[config.mk]
export PLATFORM = sky130hd
export DESIGN_NAME = neuron_layer_sequencer
export DESIGN_NICKNAME = d
export VERILOG_FILES = /design/src/rtl/neuron_layer_sequencer.sv
export SDC_FILE = /design/constraint.sdc
export NUM_CORES = 2
export LEC_CHECK = 0
export ABC_AREA = 0
export BUFFER_PORTS_ARGS = -buffer_cell sky130_fd_sc_hd__buf_4
export CAP_MARGIN = 20
export CORE_MARGIN = 2
export CORE_UTILIZATION = 55
export DETAILED_ROUTE_END_ITERATION = 10
export PLACE_DENSITY = 0.72
export SLEW_MARGIN = 15
export SYNTH_ARGS = -nofsm -noshare
export SYNTH_HDL_FRONTEND = slang
export SYNTH_SLANG_ARGS = --single-unit
[constraint.sdc]
create_clock -name clk -period 11.4 [get_ports clk]
set_input_delay 1.71 -clock clk [delete_from_list [all_inputs] [get_ports clk]]
set_output_delay 1.71 -clock clk [all_outputs]
set_load 0.005 [all_outputs]
[src/rtl/neuron_layer_sequencer.sv]
// neuron_layer_sequencer
//   Time-multiplexed controller for one fully-connected layer. A single shared
//   multiply-accumulate path is walked across every neuron: bias fetch, then
//   N_IN input/weight pairs, then a thresholded result bit offered on a
//   ready/valid port. All ROM/buffer reads have a fixed 1-cycle latency.
//
// Ports
//   clk, rst_n            clock, synchronous active-low reset
//   start                 begin a layer pass (honoured only when idle)
//   busy, done            pass in progress / one-cycle end-of-pass pulse
//   x_addr, x_data        input-vector buffer read port
//   w_addr, w_data        weight ROM read port (address n*N_IN + i)
//   b_addr, b_data        bias ROM read port (address n)
//   y_valid, y_ready      result handshake
//   y_idx, y_bit, y_sum   neuron index, activation bit, raw sum of the result
//   y_vec                 activation bits of all neurons, latched on handshake
module neuron_layer_sequencer #(
  parameter int N_IN   = 4,
  parameter int N_OUT  = 10,
  parameter int DATA_W = 32,
  parameter logic signed [DATA_W-1:0] THRESHOLD = '0,
  localparam int X_AW = (N_IN > 1) ? $clog2(N_IN) : 1,
  localparam int W_AW = (N_IN * N_OUT > 1) ? $clog2(N_IN * N_OUT) : 1,
  localparam int N_AW = (N_OUT > 1) ? $clog2(N_OUT) : 1
) (
  input  logic                     clk,
  input  logic                     rst_n,
  input  logic                     start,
  output logic                     busy,
  output logic                     done,
  output logic [X_AW-1:0]          x_addr,
  input  logic signed [DATA_W-1:0] x_data,
  output logic [W_AW-1:0]          w_addr,
  input  logic signed [DATA_W-1:0] w_data,
  output logic [N_AW-1:0]          b_addr,
  input  logic signed [DATA_W-1:0] b_data,
  output logic                     y_valid,
  input  logic                     y_ready,
  output logic [N_AW-1:0]          y_idx,
  output logic                     y_bit,
  output logic signed [DATA_W-1:0] y_sum,
  output logic [N_OUT-1:0]         y_vec
);

  typedef enum logic [2:0] {S_IDLE, S_BIAS, S_MAC, S_EMIT, S_DONE} state_t;

  localparam logic [X_AW-1:0] K_LAST = X_AW'(N_IN - 1);
  localparam logic [N_AW-1:0] N_LAST = N_AW'(N_OUT - 1);

  // Product keeps only the low DATA_W bits; the add wraps modulo 2^DATA_W.
  function automatic logic signed [DATA_W-1:0] mac_wrap(
    input logic signed [DATA_W-1:0] base,
    input logic signed [DATA_W-1:0] x,
    input logic signed [DATA_W-1:0] w
  );
    logic signed [DATA_W-1:0] prod;
    prod = x * w;
    return base + prod;
  endfunction

  function automatic logic activate(input logic signed [DATA_W-1:0] s);
    return s > THRESHOLD;
  endfunction

  state_t                   state_q;
  logic [N_AW-1:0]          n_q;
  logic [X_AW-1:0]          k_q;
  logic signed [DATA_W-1:0] acc_q;
  logic signed [DATA_W-1:0] acc_d;
  logic                     busy_q;
  logic                     done_q;
  logic                     y_valid_q;
  logic [N_AW-1:0]          y_idx_q;
  logic                     y_bit_q;
  logic signed [DATA_W-1:0] y_sum_q;
  logic [N_OUT-1:0]         y_vec_q;
  logic [X_AW-1:0]          x_addr_q;
  logic [W_AW-1:0]          w_addr_q;
  logic [N_AW-1:0]          b_addr_q;

  // The first MAC beat seeds the sum with the bias instead of the running total.
  always_comb begin
    acc_d = mac_wrap((k_q == '0) ? b_data : acc_q, x_data, w_data);
  end

  always_ff @(posedge clk) begin
    if (!rst_n) begin
      state_q   <= S_IDLE;
      n_q       <= '0;
      k_q       <= '0;
      acc_q     <= '0;
      busy_q    <= 1'b0;
      done_q    <= 1'b0;
      y_valid_q <= 1'b0;
      y_idx_q   <= '0;
      y_bit_q   <= 1'b0;
      y_sum_q   <= '0;
      y_vec_q   <= '0;
      x_addr_q  <= '0;
      w_addr_q  <= '0;
      b_addr_q  <= '0;
    end else begin
      done_q <= 1'b0;
      unique case (state_q)
        S_IDLE: begin
          if (start) begin
            state_q  <= S_BIAS;
            busy_q   <= 1'b1;
            n_q      <= '0;
            y_vec_q  <= '0;
            x_addr_q <= '0;
            w_addr_q <= '0;
            b_addr_q <= '0;
          end
        end
        // Addresses run one beat ahead of the data they select.
        S_BIAS: begin
          state_q <= S_MAC;
          k_q     <= '0;
          if (N_IN > 1) begin
            x_addr_q <= x_addr_q + 1'b1;
            w_addr_q <= w_addr_q + 1'b1;
          end
        end
        S_MAC: begin
          acc_q <= acc_d;
          if (k_q == K_LAST) begin
            state_q   <= S_EMIT;
            y_valid_q <= 1'b1;
            y_idx_q   <= n_q;
            y_sum_q   <= acc_d;
            y_bit_q   <= activate(acc_d);
          end else begin
            k_q <= k_q + 1'b1;
            if (int'(k_q) + 2 < N_IN) begin
              x_addr_q <= x_addr_q + 1'b1;
              w_addr_q <= w_addr_q + 1'b1;
            end
          end
        end
        // Addresses hold during a stall; the next row starts right after the
        // last weight of this one, so increments reach n*N_IN directly.
        S_EMIT: begin
          if (y_ready) begin
            y_valid_q     <= 1'b0;
            y_vec_q[n_q]  <= y_bit_q;
            if (n_q == N_LAST) begin
              state_q <= S_DONE;
              done_q  <= 1'b1;
            end else begin
              state_q  <= S_BIAS;
              n_q      <= n_q + 1'b1;
              x_addr_q <= '0;
              w_addr_q <= w_addr_q + 1'b1;
              b_addr_q <= b_addr_q + 1'b1;
            end
          end
        end
        S_DONE: begin
          state_q  <= S_IDLE;
          busy_q   <= 1'b0;
          x_addr_q <= '0;
          w_addr_q <= '0;
          b_addr_q <= '0;
        end
        default: state_q <= S_IDLE;
      endcase
    end
  end

  assign busy    = busy_q;
  assign done    = done_q;
  assign x_addr  = x_addr_q;
  assign w_addr  = w_addr_q;
  assign b_addr  = b_addr_q;
  assign y_valid = y_valid_q;
  assign y_idx   = y_idx_q;
  assign y_bit   = y_bit_q;
  assign y_sum   = y_sum_q;
  assign y_vec   = y_vec_q;

endmodule

### After elaboration in Yosys (flattened, before gate mapping)

Cells that the tools add are included.

* $add $sub $neg: 7
* multiply operators: 1
* $lt $le $gt $ge: 4
* equal/unequal tests: 12
* multiplexer cells: 39
* reduce and logical (&&, ||, !) cells: 19

Operator list (number)
* $add 32x32->32: 1
* $gt 32x1->1 const B: 1
* $mul 32x32->32: 1
* $mux 32: 1
* $mux 6: 5
* $pmux 6 s5: 1
* $mux 10: 2
* $mux 4: 5
* $pmux 10 s2: 1
* $mux 2: 6
* $mux 3: 4
* $ne 2x2->1 const B: 6
* $pmux 3 s4: 1
* $pmux 4 s3: 1
* $reduce_and 3->1: 4
* $bwmux 10: 1
* $pmux 2 s5: 1
* $add 4x1->4 const B: 2
* $pmux 4 s2: 1
* $reduce_and 4->1: 2
* $reduce_bool 2->1: 4
* $add 6x1->6 const B: 1
* $eq 3x2->1 const B: 2
* $reduce_and 2->1: 3
* other kinds (19): 25

* bits in registers: 103
* input bits: 100

### Depth between registers and ports, before layout

* depth in word-level cells: 7
* depth in mapped cells: 30
* mapped depth without buffers: 27

### Worst setup path before layout

No wires, ideal clock.

* path type: input-to-reg
* start: in x_data[13]
* end: reg y_bit_q, in the netlist y_bit
* arrival: 9.157 ns
* data required time: 11.270 ns
* setup slack: 2.113 ns
* cell stages on the path: 27
* path through: clkbuf_1 > clkbuf_1 > and2_1 > fa_1 > fa_1 > inv_1 > fa_1 > fa_1 > fa_1 > inv_1 > ha_1 > fa_1 > inv_1 > fa_1 > inv_1 > ha_1 > clkbuf_1 > o21a_1 > nor2_1 > xnor2_1 > or4_1 > or4_1 > or4b_1 > nor4b_2 > or4b_1 > nor4b_2 > a311oi_1

* cells in the longest elaborated chain, start to end: 3

Ends and longest elaborated chain
* start, declared: line 32 `input logic signed [DATA_W-1:0] x_data,`
* $mul 32x32->32: line 57 `prod = x * w;`
* $add 32x32->32: line 58 `return base + prod;`
* $gt 32x1->1: line 62 `return s > THRESHOLD;`
* end signal, assigned: line 132 `y_bit_q <= activate(acc_d);`
* end, declared: line 74 `logic y_bit_q;`

No other way between the ends.
A chain may end at the register's enable or synchronous reset.

### Final worst setup path

* start: in w_data[0]
* end: reg y_bit_q, in the netlist y_bit

* cells in the longest elaborated chain, start to end: 3

Ends and longest elaborated chain
* start, declared: line 34 `input logic signed [DATA_W-1:0] w_data,`
* $mul 32x32->32: line 57
* $add 32x32->32: line 58
* $gt 32x1->1: line 62

No other way between the ends.

==> qor.yml <==
status: "finished clean"
post-cts-setup-buffers: 0
finalSetupViolCount: 0
vias: 16400
crit_cells: 26
syn_area_sq_um: 21800
synth_edf_count: 0
drtPass1Iterations: 7
clock-sinks: 103
critPathRequiredTime_ns: 11.63
cts_tree: "done"
max_slew_margin_pct: 29.0
hold_class: "flip-flop to flip-flop"
syn_avg_cell_area_sq_um: 8.89
die_h_um: 203
drv_cap: 0
synthFlopType: "dfxtp_1"
ios: 162
pre_cts_ws_ns: 1.85
layout_common_cells: "inv_1 (505), fa_1 (438), and2_1 (367)"
hold_slack_ns: 0.465
yosysUniqueCellTypes: 49
antenna_found_initial: 1
gp_congestion: 0.937
path_delay_family: "adder cells"
utilization_pct: 59.8
reg2reg_from: "k_q[0]$_SDFFE_PN0P_"
grt_max_degree: 98
arrival_ns: 9.45
die_x_um: 203
drc: 0
area_growth_pct: 7.94
ctsHtreeMaxLevel: 3
syn-num-nets: 3155
critPathCaptureType: "flip-flop"
finalMaxSlewViolations: 0
coreArea_sq_um: 39500
cts_resized: 0
drive_gt1_share_pct: 7.75
hold_depth: 2
worstSetupPathType: "input port to flip-flop"
reg2reg_depth: 28
grt_pass1_wl_um: 93400
layout_commonest_cell: "inv_1"
cts_inserted_buffers: 9
postCtsHoldBufs: 0
hold_viol: 0
worst_path_most_repeated_cell: "fa_1"
clock_path_buffers: 2
fin_crit_ns: 9.22
cp-start-kind: "input port"
grtUsageTotal_pct: 28.9
cts-root-buf: "clkbuf_16"
clkSlewWorstSetupHoldPaths_ns: 0.07
rows: 73
netlist_instances: 2458
grt_overflow: 0
n_fill_cell: 3492
worst_pin_slew_ns: 1.06
ys_warn_count: 0
crit_path_max_fanout: 32
dp_hpwl_um: 46400
max_stage_delay_ns: 0.55
finalCritPeriodShare_pct: 80.9
finClkSkew_ns: 0.00951
worstSkewPairLatency_ns: 0.36
rsz0062_at_grt: "no"
synth_seq_cells: 103
crit_slowest_cell: "or4b_1"
fmax_mhz: 108
grt_pass1_vias: 17400
min-delay-start: "acc_q[13]$_SDFFE_PN0P_"
nets: 3207
vias_per_cell: 5.38
fin_ws_ns: 2.18
start_util_pct: 55.4
antenna_left: 0
worstSetupStartpoint: "w_data[0]"
async_flop_share_pct: 0
die_area_sq_um: 41300
wirelength_um: 56700
io_buffers: 161
wire_per_inst_um: 18.6
initialDrtViolationCount: 1066
crit_buf_inv: 6
ys_seq_area_share_pct: 9.44
finalSetupTns_ns: 0
==> registers in the layout, summed over array words and instances, names as in the netlist <==
| name | flops |
|---|---|
| acc_q | 32 |
| b_addr | 4 |
| busy | 1 |
| done | 1 |
| k_q | 2 |
| n_q | 4 |
| state_q | 3 |
| w_addr | 6 |
| x_addr | 2 |
| y_bit | 1 |
| y_idx | 4 |
| y_sum | 32 |
| y_valid | 1 |
| y_vec | 10 |
==> area by class of cell <==
| type | count | area, sq um | area share [%] |
|---|---|---|---|
| multi-input cells | 1726 | 17400 | 73.9 |
| well taps | 525 | 657 | 2.79 |
| diodes | 1 | 2.50 | 0.0106 |
| repair buffers | 165 | 1240 | 5.25 |
| clock buffers | 9 | 225 | 0.955 |
| clock inverters | 7 | 77.6 | 0.329 |
| flip-flops and latches | 103 | 2060 | 8.74 |
| inverters | 505 | 1900 | 8.04 |
==> worst paths after layout <==
kind / slack [ns] / to
setup reg to reg: 2.66 / y_bit$_SDFFE_PN0P_
setup / recovery: 2.18 / y_bit$_SDFFE_PN0P_
hold / removal: 0.47 / acc_q[13]$_SDFFE_PN0P_
hold reg to reg: 0.47 / acc_q[13]$_SDFFE_PN0P_
==> logic make-up after synthesis <==
family	Yosys count	share of synthesized area, %
simple gates	801	18.8
fa+ha+maj	597	49.2
xor+xnor	99	3.97
compound gates	192	5.98
buf+inv	629	10.8
mux	37	1.72
flops	103	9.44
==> synthesized netlist by cell type, drive strengths merged (4+ instances only) <==
| cell type | instances | area share (%) |
|---|---|---|
| mux2i | 33 | 1.5 |
| and2 | 367 | 11 |
| o211ai | 8 | 0.27 |
| nand2 | 326 | 5.6 |
| a21oi | 33 | 0.76 |
| xor2 | 31 | 1.2 |
| o21ai | 38 | 0.87 |
| nand4 | 10 | 0.29 |
| ha | 159 | 9.1 |
| a31oi | 5 | 0.14 |
| o21a | 4 | 0.14 |
| nor2 | 41 | 0.70 |
| nor3 | 5 | 0.11 |
| or2 | 4 | 0.11 |
| a22oi | 5 | 0.17 |
| mux2 | 4 | 0.21 |
| dfxtp | 103 | 9.4 |
| nand3 | 9 | 0.21 |
| o211a | 11 | 0.50 |
| nand3b | 4 | 0.14 |
| inv | 505 | 8.7 |
| and3 | 5 | 0.14 |
| buf | 11 | 0.20 |
| fa | 438 | 40 |
| xnor2 | 68 | 2.7 |
| a21boi | 62 | 2.1 |
| nor2b | 13 | 0.37 |
| clkbuf | 113 | 1.9 |
| a21o | 7 | 0.24 |
| a211oi | 6 | 0.25 |
| nand2b | 7 | 0.20 |
==> per-layer routing <==
layer | global-route usage, % | vias to the layer above | routed length, um
met1 | 41.1 | 8285 | 24800
met3 | 7.14 | 75 | 5280
met2 | 44.6 | 605 | 25200
li1 | - | 7388 | -
met5 | 0 | - | 0
met4 | 6.80 | 0 | 1390
==> stage by stage <==
step,area (sq um),std cells
after floorplan,21800,2458
after global placement,23300,3024
after detailed placement,23300,3024
after CTS,23600,3040
after global routing,23600,3040
final,23600,3041
==> worst min-delay path, cell delays in order (launching register included) <==
cell and delay (ns):
dfxtp_1 0.31, nand2_1 0.05, a21boi_0 0.06
Power is left out: the tool's default activity adds up to more than one toggle a clock period on the data nets, which glitch-free logic cannot reach.
